===== config.mk =====
export PLATFORM = sky130hd
export DESIGN_NAME = ex_mem_reg
export DESIGN_NICKNAME = d
export VERILOG_FILES = /design/src/rtl/ex_mem_reg.sv
export SDC_FILE = /design/constraint.sdc
export NUM_CORES = 1
export LEC_CHECK = 0
export ABC_AREA = 0
export CORE_MARGIN = 2
export CORE_UTILIZATION = 60
export CTS_CLUSTER_SIZE = 25
export DETAILED_ROUTE_END_ITERATION = 6
export DONT_BUFFER_PORTS = 1
export PLACE_DENSITY = 0.76
export SLEW_MARGIN = 20
export SYNTH_ARGS = -nofsm -noshare
export SYNTH_HDL_FRONTEND = slang
export SYNTH_SLANG_ARGS = --single-unit
export TNS_END_PERCENT = 1

===== constraint.sdc =====
create_clock -name clk_i -period 0.9 [get_ports clk_i]
set_input_delay 0.135 -clock clk_i [delete_from_list [all_inputs] [get_ports clk_i]]
set_output_delay 0.135 -clock clk_i [all_outputs]
set_load 0.1 [all_outputs]

===== src/rtl/ex_mem_reg.sv =====
// rtl/ex_mem_reg.sv - EX/MEM pipeline register with flush/stall control and optional statistics
//
// Holds the instruction leaving EX for one cycle. Per clock edge the order
// of precedence is reset, flush, stall, then normal load. Every output is a
// flop, so nothing combinational reaches an output from any input.
//
// Optional feature: define EX_MEM_STATS_EN to build the bubble and stall
// counters. Without it, both counter outputs are tied to zero and no
// counter flops exist.
//
// Ports:
//   clk_i           clock, rising edge
//   rst_i           asynchronous active-low reset
//   stall_i         hold all state this cycle
//   flush_i         load a bubble this cycle (wins over stall_i)
//   valid_i         incoming ID/EX instruction is real
//   ID_EX_WB_i      [1]=RegWrite, [0]=MemtoReg
//   ID_EX_M_i       [1]=MemRead,  [0]=MemWrite
//   ALU_result_i    ALU output / memory address
//   mux7_data_i     store data after forwarding mux B
//   mux3_i          destination register number
//   EX_MEM_WB_o     registered WB controls (bit 1 feeds forwarding)
//   EX_MEM_M_o      registered memory controls
//   EX_MEM_ALU_o    registered ALU result / address
//   EX_MEM_wdata_o  registered store data
//   EX_MEM_mux3_o   registered destination register (feeds forwarding)
//   valid_o         stage holds a real instruction
//   bubble_cnt_o    saturating count of bubbles loaded
//   stall_cnt_o     saturating count of stalled cycles
module ex_mem_reg (
  input  logic        clk_i,
  input  logic        rst_i,
  input  logic        stall_i,
  input  logic        flush_i,
  input  logic        valid_i,
  input  logic [1:0]  ID_EX_WB_i,
  input  logic [1:0]  ID_EX_M_i,
  input  logic [31:0] ALU_result_i,
  input  logic [31:0] mux7_data_i,
  input  logic [4:0]  mux3_i,
  output logic [1:0]  EX_MEM_WB_o,
  output logic [1:0]  EX_MEM_M_o,
  output logic [31:0] EX_MEM_ALU_o,
  output logic [31:0] EX_MEM_wdata_o,
  output logic [4:0]  EX_MEM_mux3_o,
  output logic        valid_o,
  output logic [15:0] bubble_cnt_o,
  output logic [15:0] stall_cnt_o
);

  // A write to r0 is architecturally a no-op; dropping RegWrite here keeps
  // the forwarding unit from ever matching on register 0.
  logic reg_write_in;
  assign reg_write_in = ID_EX_WB_i[1] & (mux3_i != 5'd0);

  always_ff @(posedge clk_i or negedge rst_i) begin
    if (!rst_i) begin
      valid_o        <= 1'b0;
      EX_MEM_WB_o    <= 2'b00;
      EX_MEM_M_o     <= 2'b00;
      EX_MEM_ALU_o   <= 32'd0;
      EX_MEM_wdata_o <= 32'd0;
      EX_MEM_mux3_o  <= 5'd0;
    end else if (flush_i) begin
      // Bubble: kill every side effect, leave the data path as it was.
      valid_o       <= 1'b0;
      EX_MEM_WB_o   <= 2'b00;
      EX_MEM_M_o    <= 2'b00;
      EX_MEM_mux3_o <= 5'd0;
    end else if (!stall_i) begin
      valid_o        <= valid_i;
      // Controls of a non-valid instruction are suppressed so a bubble can
      // never write a register or touch memory; data still loads.
      EX_MEM_WB_o    <= valid_i ? {reg_write_in, ID_EX_WB_i[0]} : 2'b00;
      EX_MEM_M_o     <= valid_i ? ID_EX_M_i : 2'b00;
      EX_MEM_ALU_o   <= ALU_result_i;
      EX_MEM_wdata_o <= mux7_data_i;
      EX_MEM_mux3_o  <= mux3_i;
    end
  end

`ifdef EX_MEM_STATS_EN
  logic bubble_evt;
  logic stall_evt;
  assign bubble_evt = flush_i | (~stall_i & ~valid_i);
  assign stall_evt  = stall_i & ~flush_i;

  // Counters saturate rather than wrap so a long run never reads as short.
  always_ff @(posedge clk_i or negedge rst_i) begin
    if (!rst_i) begin
      bubble_cnt_o <= 16'd0;
      stall_cnt_o  <= 16'd0;
    end else begin
      if (bubble_evt && (bubble_cnt_o != 16'hFFFF)) begin
        bubble_cnt_o <= bubble_cnt_o + 16'd1;
      end
      if (stall_evt && (stall_cnt_o != 16'hFFFF)) begin
        stall_cnt_o <= stall_cnt_o + 16'd1;
      end
    end
  end
`else
  assign bubble_cnt_o = 16'd0;
  assign stall_cnt_o  = 16'd0;
`endif

endmodule

==> results.json, run 1 <==
{
  "syn_area_per_cell_um2": 14.83,
  "tool.error": "[ERROR DPL-0038] Utilization greater than 100%, impossible to legalize",
  "start_util": 0.6340,
  "dieHeight_um": 75.35,
  "ys_warn_count": 0,
  "cts_post_setup_buffers_inserted": 3,
  "synth_fa_ha_area_frac": 0,
  "synth_compound_area_frac": 0.01065,
  "synth_cell_types": 19,
  "cts_resized": 12,
  "synth_xor_area_frac": 0,
  "status": "did not finish",
  "dp_cells": 340,
  "stop_stage": "4_1_cts",
  "rows": 25,
  "holdBufCountCts": 73,
  "cts_root_buffer": "clkbuf_8",
  "die_width_um": 75.35,
  "synth-simple-area-share": 0.02827,
  "cts_buffers": 9,
  "synth_mux_area_frac": 0.2524,
  "io_pins": 184,
  "cts.htree.levels": 3,
  "gp_congestion": 0.8328,
  "cts_sinks": 74,
  "synth_seq_area_share": 0.6063,
  "cts.path.max_buffers": 2,
  "netlist_instances": 206,
  "portBuffers": 0,
  "synth_top_family_by_area": "multiplexers",
  "synth.cell_area_um2": 3054,
  "hpwl_um": 6265,
  "yosys_register_bits": 74
}
## cells by family after synthesis
logic type / after synthesis
AOI/OAI and AO/OA: 6
buffers and inverters: 40
DFF: 74
muxes: 69
other: 1
and+or+nand+nor: 16
## Yosys cell counts
cell / n / area share
nor2_1: 7 / 0.0086
mux2_1: 5 / 0.018
buf_4: 34 / 0.084
mux2_2: 59 / 0.22
nand2_1: 3 / 0.0037
o21ai_0: 1 / 0.0016
conb_1: 1 / 0.0012
nand3b_1: 2 / 0.0049
a21oi_1: 4 / 0.0066
and3b_1: 1 / 0.0029
mux2i_1: 5 / 0.016
buf_2: 1 / 0.0016
dfrtp_1: 74 / 0.61
a22oi_1: 1 / 0.0025
buf_6: 4 / 0.015
or4_1: 1 / 0.0025
nor2_4: 1 / 0.0037
nor2b_1: 1 / 0.0020
clkbuf_1: 1 / 0.0012
## metrics by stage
step	instance area, µm²	setup TNS (ps)	util	setup slack, ps	hold slack [ps]
3_5_place_dp	4474	-6635	0.9288	-144.8	-159.7
3_3_place_gp	4474	-4742	0.9288	-86.24	-159.2
2_1_floorplan	3178	-33710	-	-355.9	-160.6
==> run 2: changes to the inputs <==
CORE_UTILIZATION = 40   (was 60)
CTS_CLUSTER_SIZE = unset   (was 25)
PLACE_DENSITY = unset   (was 0.76)
PLACE_DENSITY_LB_ADDON = 0.15   (was unset)
==> results.json, run 2 <==
{
  "dp_slack_ps": -120.2,
  "synth-simple-area-share": 0.02827,
  "rrSetupSlack_ps": 10,
  "routed_via_density": 4.380,
  "rows": 31,
  "drive_above_1_share": 0.4321,
  "synth_xor_area_frac": 0,
  "setup_viol": 74,
  "clock.fmax_ghz": 0.9281,
  "cts_tree": "built",
  "grt_pass1_wl_um": 11900,
  "worst_setup_path_start_kind": "flip-flop",
  "synth_area_leader_cell": "dfrtp_1",
  "final_cell_mix": "76 x buf_12, 71 x dlygate4sd3_1, 68 x dfrtp_1",
  "power_density_nw_per_um2": 2483,
  "synth_compound_area_frac": 0.01065,
  "cts_sinks": 74,
  "diodes": 0,
  "critPathRequiredTime_ps": 760,
  "holdBufCountCts": 71,
  "seqPwrFrac": 0.317,
  "hpwl_um": 5114,
  "switching_share": 0.4475,
  "synth_seq_area_share": 0.6063,
  "synthTopCellsByCount": "74 x dfrtp_1, 59 x mux2_2, 34 x buf_4",
  "reg2reg_to": "EX_MEM_mux3_o[3]$_DFFE_PN0P_",
  "dr.pass1.iters": 2,
  "yosysTopAreaCellShare": 0.6063,
  "cts_buffers": 9,
  "first_global_vias": 2285,
  "syn_area_per_cell_um2": 14.83,
  "synth.cell_area_um2": 3054,
  "portBuffers": 0,
  "yosys_register_bits": 74,
  "final_max_slew_viol_count": 0,
  "cts.path.max_buffers": 2,
  "status": "finished with violations",
  "area_growth_pct": 77.51,
  "reg.largest.list": "EX_MEM_ALU_o (32), EX_MEM_wdata_o (32), EX_MEM_mux3_o (5)",
  "cp_slowest_cell": "dfrtp_1",
  "antenna_found_initial": 0,
  "grt_overflow_total": 0,
  "path_buf_inv": 1,
  "worstSetupPathDepth": 1,
  "die_width_um": 91.38,
  "grt_util_all_layers": 0.1844,
  "timing.max_cap.violations": 0,
  "total_power_uw": 13460,
  "p_int_uw": 7438,
  "power_frac_comb": 0.500,
  "cts_root_buffer": "clkbuf_8",
  "hold_ws_ps": -507.9,
  "fin_nets": 434,
  "synth_top_family_by_area": "multiplexers",
  "violations": "hold timing, setup timing",
  "synth_mux_area_frac": 0.2524,
  "cts.htree.levels": 3,
  "gp_congestion": 0.7099,
  "vias": 2015,
  "pwr-share-clk": 0.183,
  "synth_cell_types": 19,
  "path_cells": "buf_12",
  "skew_ps": 0,
  "drt_iter0_markers": 46,
  "cp_top_family": "flip-flops",
  "yosysMostFrequentCell": "dfrtp_1",
  "dieHeight_um": 91.38,
  "rsz0062_at_grt": "true",
  "wl_per_cell_um": 15.93,
  "post-route-period-util": 1.197,
  "cts_resized": 0,
  "hold_violations": 82,
  "cp-end-kind": "primary output",
  "ant_nets": 0,
  "drt-total-wl_um": 7329,
  "route.detailed.drc": 0,
  "arrival_ps": 940,
  "synth-edff-count": 0,
  "layout_commonest_cell": "buf_12",
  "synth_fa_ha_area_frac": 0,
  "io_pins": 184,
  "fill_cells": 460,
  "clock_latency_ps": 330,
  "worstHoldPathType": "input port to asynchronous set/reset pin",
  "ys_top_cells_by_area": "dfrtp_1 61%, mux2_2 22%, buf_4 8.4%",
  "finalCriticalPeriod_ps": 1077,
  "worst-r2r-cell-count": 3,
  "netlist_instances": 206,
  "r2r-start": "EX_MEM_mux3_o[3]$_DFFE_PN0P_",
  "p_sw_uw": 6023,
  "fp.dieArea_um2": 8350,
  "async_flop_share": 1.000,
  "p_leak_uw": 0.002393,
  "ir_drop_mv": 1.329,
  "clk_pin_slew_worst_paths_ps": 80,
  "cpPeakStageDelay_ps": 420,
  "setup_ws_ps": -177.5,
  "ys_warn_count": 0,
  "core_um2": 7331,
  "setup.worst_path.class": "flip-flop to primary output",
  "critPathMaxFanout": 2,
  "start_util": 0.4166,
  "grt_start_max_net_pins": 75,
  "synthFlopType": "dfrtp_1"
}
[run 2: layout make-up]
cell class,count,area (µm²),area share
repair buffers,148,2240,0.4131
flip-flops and latches,74,1859,0.3429
multi-input cells,123,1010,0.1862
clock buffers,13,148.9,0.02746
well taps,99,123.9,0.02285
clock inverters,3,40.04,0.007385
[run 2: logic make-up (layout without fill, tap and decap cells)]
family | Yosys count | in the layout
DFF | 74 | 74
muxes | 69 | 69
buffers and inverters | 40 | 164
and+or+nand+nor | 16 | 16
AOI/OAI and AO/OA | 6 | 6
other | 1 | 32
[run 2: power groups by stage]
stage                     clock [µW]  combinational, µW  sequential (µW)
final                           2460               6730             4270
after global routing            2720               6870             4330
after CTS                       2530               6740             4270
after detailed placement           0               6480             4340
after global placement             0               6430             4300
after floorplan                    0               1210             7360
[run 2: how the worst max path moves through the flow]
| stage | start | endpoint | slack, ps |
|---|---|---|---|
| after CTS | EX_MEM_wdata_o[11]$_DFFE_PN0P_ | EX_MEM_wdata_o[11] | -190 |
| after global placement | mux3_i[0] | EX_MEM_WB_o[1]$_DFFE_PN0P_ | -90 |
| after floorplan | EX_MEM_ALU_o[0]$_DFFE_PN0P_ | EX_MEM_ALU_o[0]$_DFFE_PN0P_ | -360 |
| after detailed placement | mux3_i[0] | EX_MEM_WB_o[1]$_DFFE_PN0P_ | -120 |
| after global routing | EX_MEM_wdata_o[11]$_DFFE_PN0P_ | EX_MEM_wdata_o[11] | -220 |
| final | EX_MEM_ALU_o[28]$_DFFE_PN0P_ | EX_MEM_ALU_o[28] | -180 |
[run 2: timing repair]
action	4_1_cts	5_1_grt
pin swaps	0	0
setup endpoints to repair	74	74
endpoints found under the hold margin	148	83
setup buffers	0	1
[run 2: layer usage]
metal / GRT usage / vias to the layer above / routed length (µm)
met3: 0.08548 / 7 / 690
li1: - / 935 / -
met4: 0.05682 / 0 / 76
met5: 0 / - / 0
met2: 0.3309 / 102 / 4085
met1: 0.1899 / 971 / 2477
[run 2: worst reg2reg max path: cells and delay by family (launching register included)]
kind / cells / cell delay (ps)
buffers and inverters: 1 / 150
and+or+nand+nor: 1 / 60
muxes: 1 / 150
DFF: 1 / 420
[run 2: per-stage QoR]
stage	instance area, µm²	cells	utilization	setup TNS (ps)
after floorplan	3178	237	-	-33710
after global placement	4514	372	0.6158	-5140
after detailed placement	4514	372	0.6158	-6706
after CTS	5414	459	0.7385	-12970
after global routing	5421	460	0.7395	-15110
final	5421	460	0.7395	-11650
No activity file was read; power rests on OpenSTA's default activity.
==> run 3: changes to the inputs <==
CORE_UTILIZATION = 35   (was 40)
==> results.json, run 3 (same netlist as run 2, synthesis figures left out) <==
{
  "status": "finished with violations",
  "violations": "hold timing, setup timing",
  "setup_viol": 74,
  "cp_slowest_cell": "dfrtp_1",
  "core_um2": 8593,
  "grt_overflow_total": 0,
  "fin_tns_setup_ps": -11820,
  "hold_ws_ps": -514.7,
  "path_buf_inv": 1,
  "first_global_vias": 2220,
  "cts_tree": "built",
  "drt_iter0_markers": 39,
  "cts_buffers": 9,
  "worst_setup_path_start_kind": "flip-flop",
  "pwr-share-clk": 0.204,
  "drt-total-wl_um": 6975,
  "final_max_slew_viol_count": 0,
  "wl_per_cell_um": 14.72,
  "arrival_ps": 940,
  "worst-r2r-cell-count": 1,
  "ir_drop_mv": 1.360,
  "clk_pin_slew_worst_paths_ps": 80,
  "power_density_nw_per_um2": 2508,
  "finalCriticalPeriod_ps": 1075,
  "ant_nets": 0,
  "power_frac_comb": 0.487,
  "portBuffers": 0,
  "dieHeight_um": 97.42,
  "die_width_um": 97.42,
  "cp_top_family": "flip-flops",
  "tightestPinTransition_ps": 511.8,
  "r2r-start": "EX_MEM_wdata_o[1]$_DFFE_PN0P_",
  "reg2reg_to": "EX_MEM_wdata_o[1]$_DFFE_PN0P_",
  "rrSetupSlack_ps": 60,
  "cts_root_buffer": "clkbuf_8",
  "path_cells": "buf_12",
  "grt_util_all_layers": 0.1511,
  "switching_share": 0.4401,
  "cts.htree.levels": 3,
  "cts_sinks": 74,
  "p_sw_uw": 6071,
  "setup.worst_path.class": "flip-flop to primary output",
  "clock.fmax_ghz": 0.9304,
  "cts.path.max_buffers": 2,
  "drive_above_1_share": 0.4344,
  "seqPwrFrac": 0.308,
  "start_util": 0.3554,
  "skew_ps": 0,
  "critPathMaxFanout": 2,
  "reg.largest.list": "EX_MEM_ALU_o (32), EX_MEM_wdata_o (32), EX_MEM_mux3_o (5)",
  "dp_cells": 383,
  "grt_pass1_wl_um": 11410,
  "fp.dieArea_um2": 9490,
  "grt_start_max_net_pins": 75,
  "cpPeakStageDelay_ps": 420,
  "holdBufCountCts": 75,
  "area_growth_pct": 80.09,
  "setup_ws_ps": -174.8,
  "timing.max_cap.violations": 0,
  "fin_nets": 439,
  "gp_congestion": 0.7313,
  "critPathRequiredTime_ps": 760,
  "worstHoldPathType": "input port to asynchronous set/reset pin",
  "hpwl_um": 4609,
  "instances_no_fill": 474,
  "antenna_found_initial": 0,
  "cp-end-kind": "primary output",
  "p_leak_uw": 0.002432,
  "p_int_uw": 7722,
  "route.detailed.drc": 0,
  "layout_commonest_cell": "buf_12",
  "max-slew-margin-rel": 0.6588,
  "final_cell_mix": "75 x buf_12, 74 x dlygate4sd3_1, 68 x dfrtp_1",
  "vias": 2062,
  "rows": 34,
  "post-route-period-util": 1.194,
  "cts_post_setup_buffers_inserted": 0,
  "io_pins": 184,
  "rsz0062_at_grt": "true",
  "clock_latency_ps": 330,
  "hold_violations": 74,
  "dr.pass1.iters": 4,
  "routed_via_density": 4.350,
  "diodes": 0
}
## run 3: changes by cell type in the layout (fill, tap and decap cells not counted)
| cell | previous run | this run |
|---|---|---|
| clkinvlp_4 | 0 | 1 |
| buf_4 | 1 | 3 |
| buf_12 | 76 | 75 |
| clkbuf_1 | 3 | 1 |
| bufinv_16 | 1 | 2 |
| dlymetal6s4s_1 | 0 | 1 |
| dlygate4sd3_1 | 71 | 74 |
## run 3: power groups by stage
stage	Sequential (µW)	Combinational [µW]	Clock, µW
CTS	4250	6740	2920
global placement	4300	6430	0
global route	4310	6860	3090
finish	4250	6720	2820
detailed placement	4320	6470	0
floorplan	7360	1210	0
## run 3: how the worst max path moves through the flow
stage                                         from                             end  cells past startpoint
floorplan              EX_MEM_ALU_o[0]$_DFFE_PN0P_     EX_MEM_ALU_o[0]$_DFFE_PN0P_                      1
global placement                           flush_i  EX_MEM_wdata_o[24]$_DFFE_PN0P_                      3
detailed placement                         flush_i   EX_MEM_wdata_o[1]$_DFFE_PN0P_                      3
CTS                 EX_MEM_wdata_o[28]$_DFFE_PN0P_              EX_MEM_wdata_o[28]                      1
global route           EX_MEM_ALU_o[2]$_DFFE_PN0P_                 EX_MEM_ALU_o[2]                      1
finish                 EX_MEM_ALU_o[4]$_DFFE_PN0P_                 EX_MEM_ALU_o[4]                      1
## run 3: area by class of cell
type / instances / area (µm²)
fill: 625 / 3093
timing repair buffer: 153 / 2277
sequential: 74 / 1859
multi-input combinational: 123 / 1010
clock buffer: 11 / 141.4
tap: 108 / 135.1
clock inverter: 5 / 77.57
## run 3: repair_timing
item                       CTS  global route
setup endpoints to repair   74            84
hold endpoints to repair   148            74
resized for setup            0             1
## run 3: metrics by stage
step	setup WS [ps]	cell area, µm²	util	total power [µW]
detailed placement	-158.5	4528	0.5269	10790
finish	-174.8	5500	0.6401	13790
global route	-225.3	5500	0.6401	14270
floorplan	-355.9	3178	-	8575
global placement	-107.6	4528	0.5269	10740
CTS	-193.7	5498	0.6398	13920
## run 3: routing by layer
| layer | vias to the layer above | global-route usage | share of wire |
|---|---|---|---|
| met2 | 105 | 0.2610 | 0.51 |
| met3 | 10 | 0.06115 | 0.095 |
| met5 | - | 0 | 0 |
| met1 | 1003 | 0.1763 | 0.38 |
| met4 | 0 | 0.03526 | 0.011 |
| li1 | 944 | - | - |
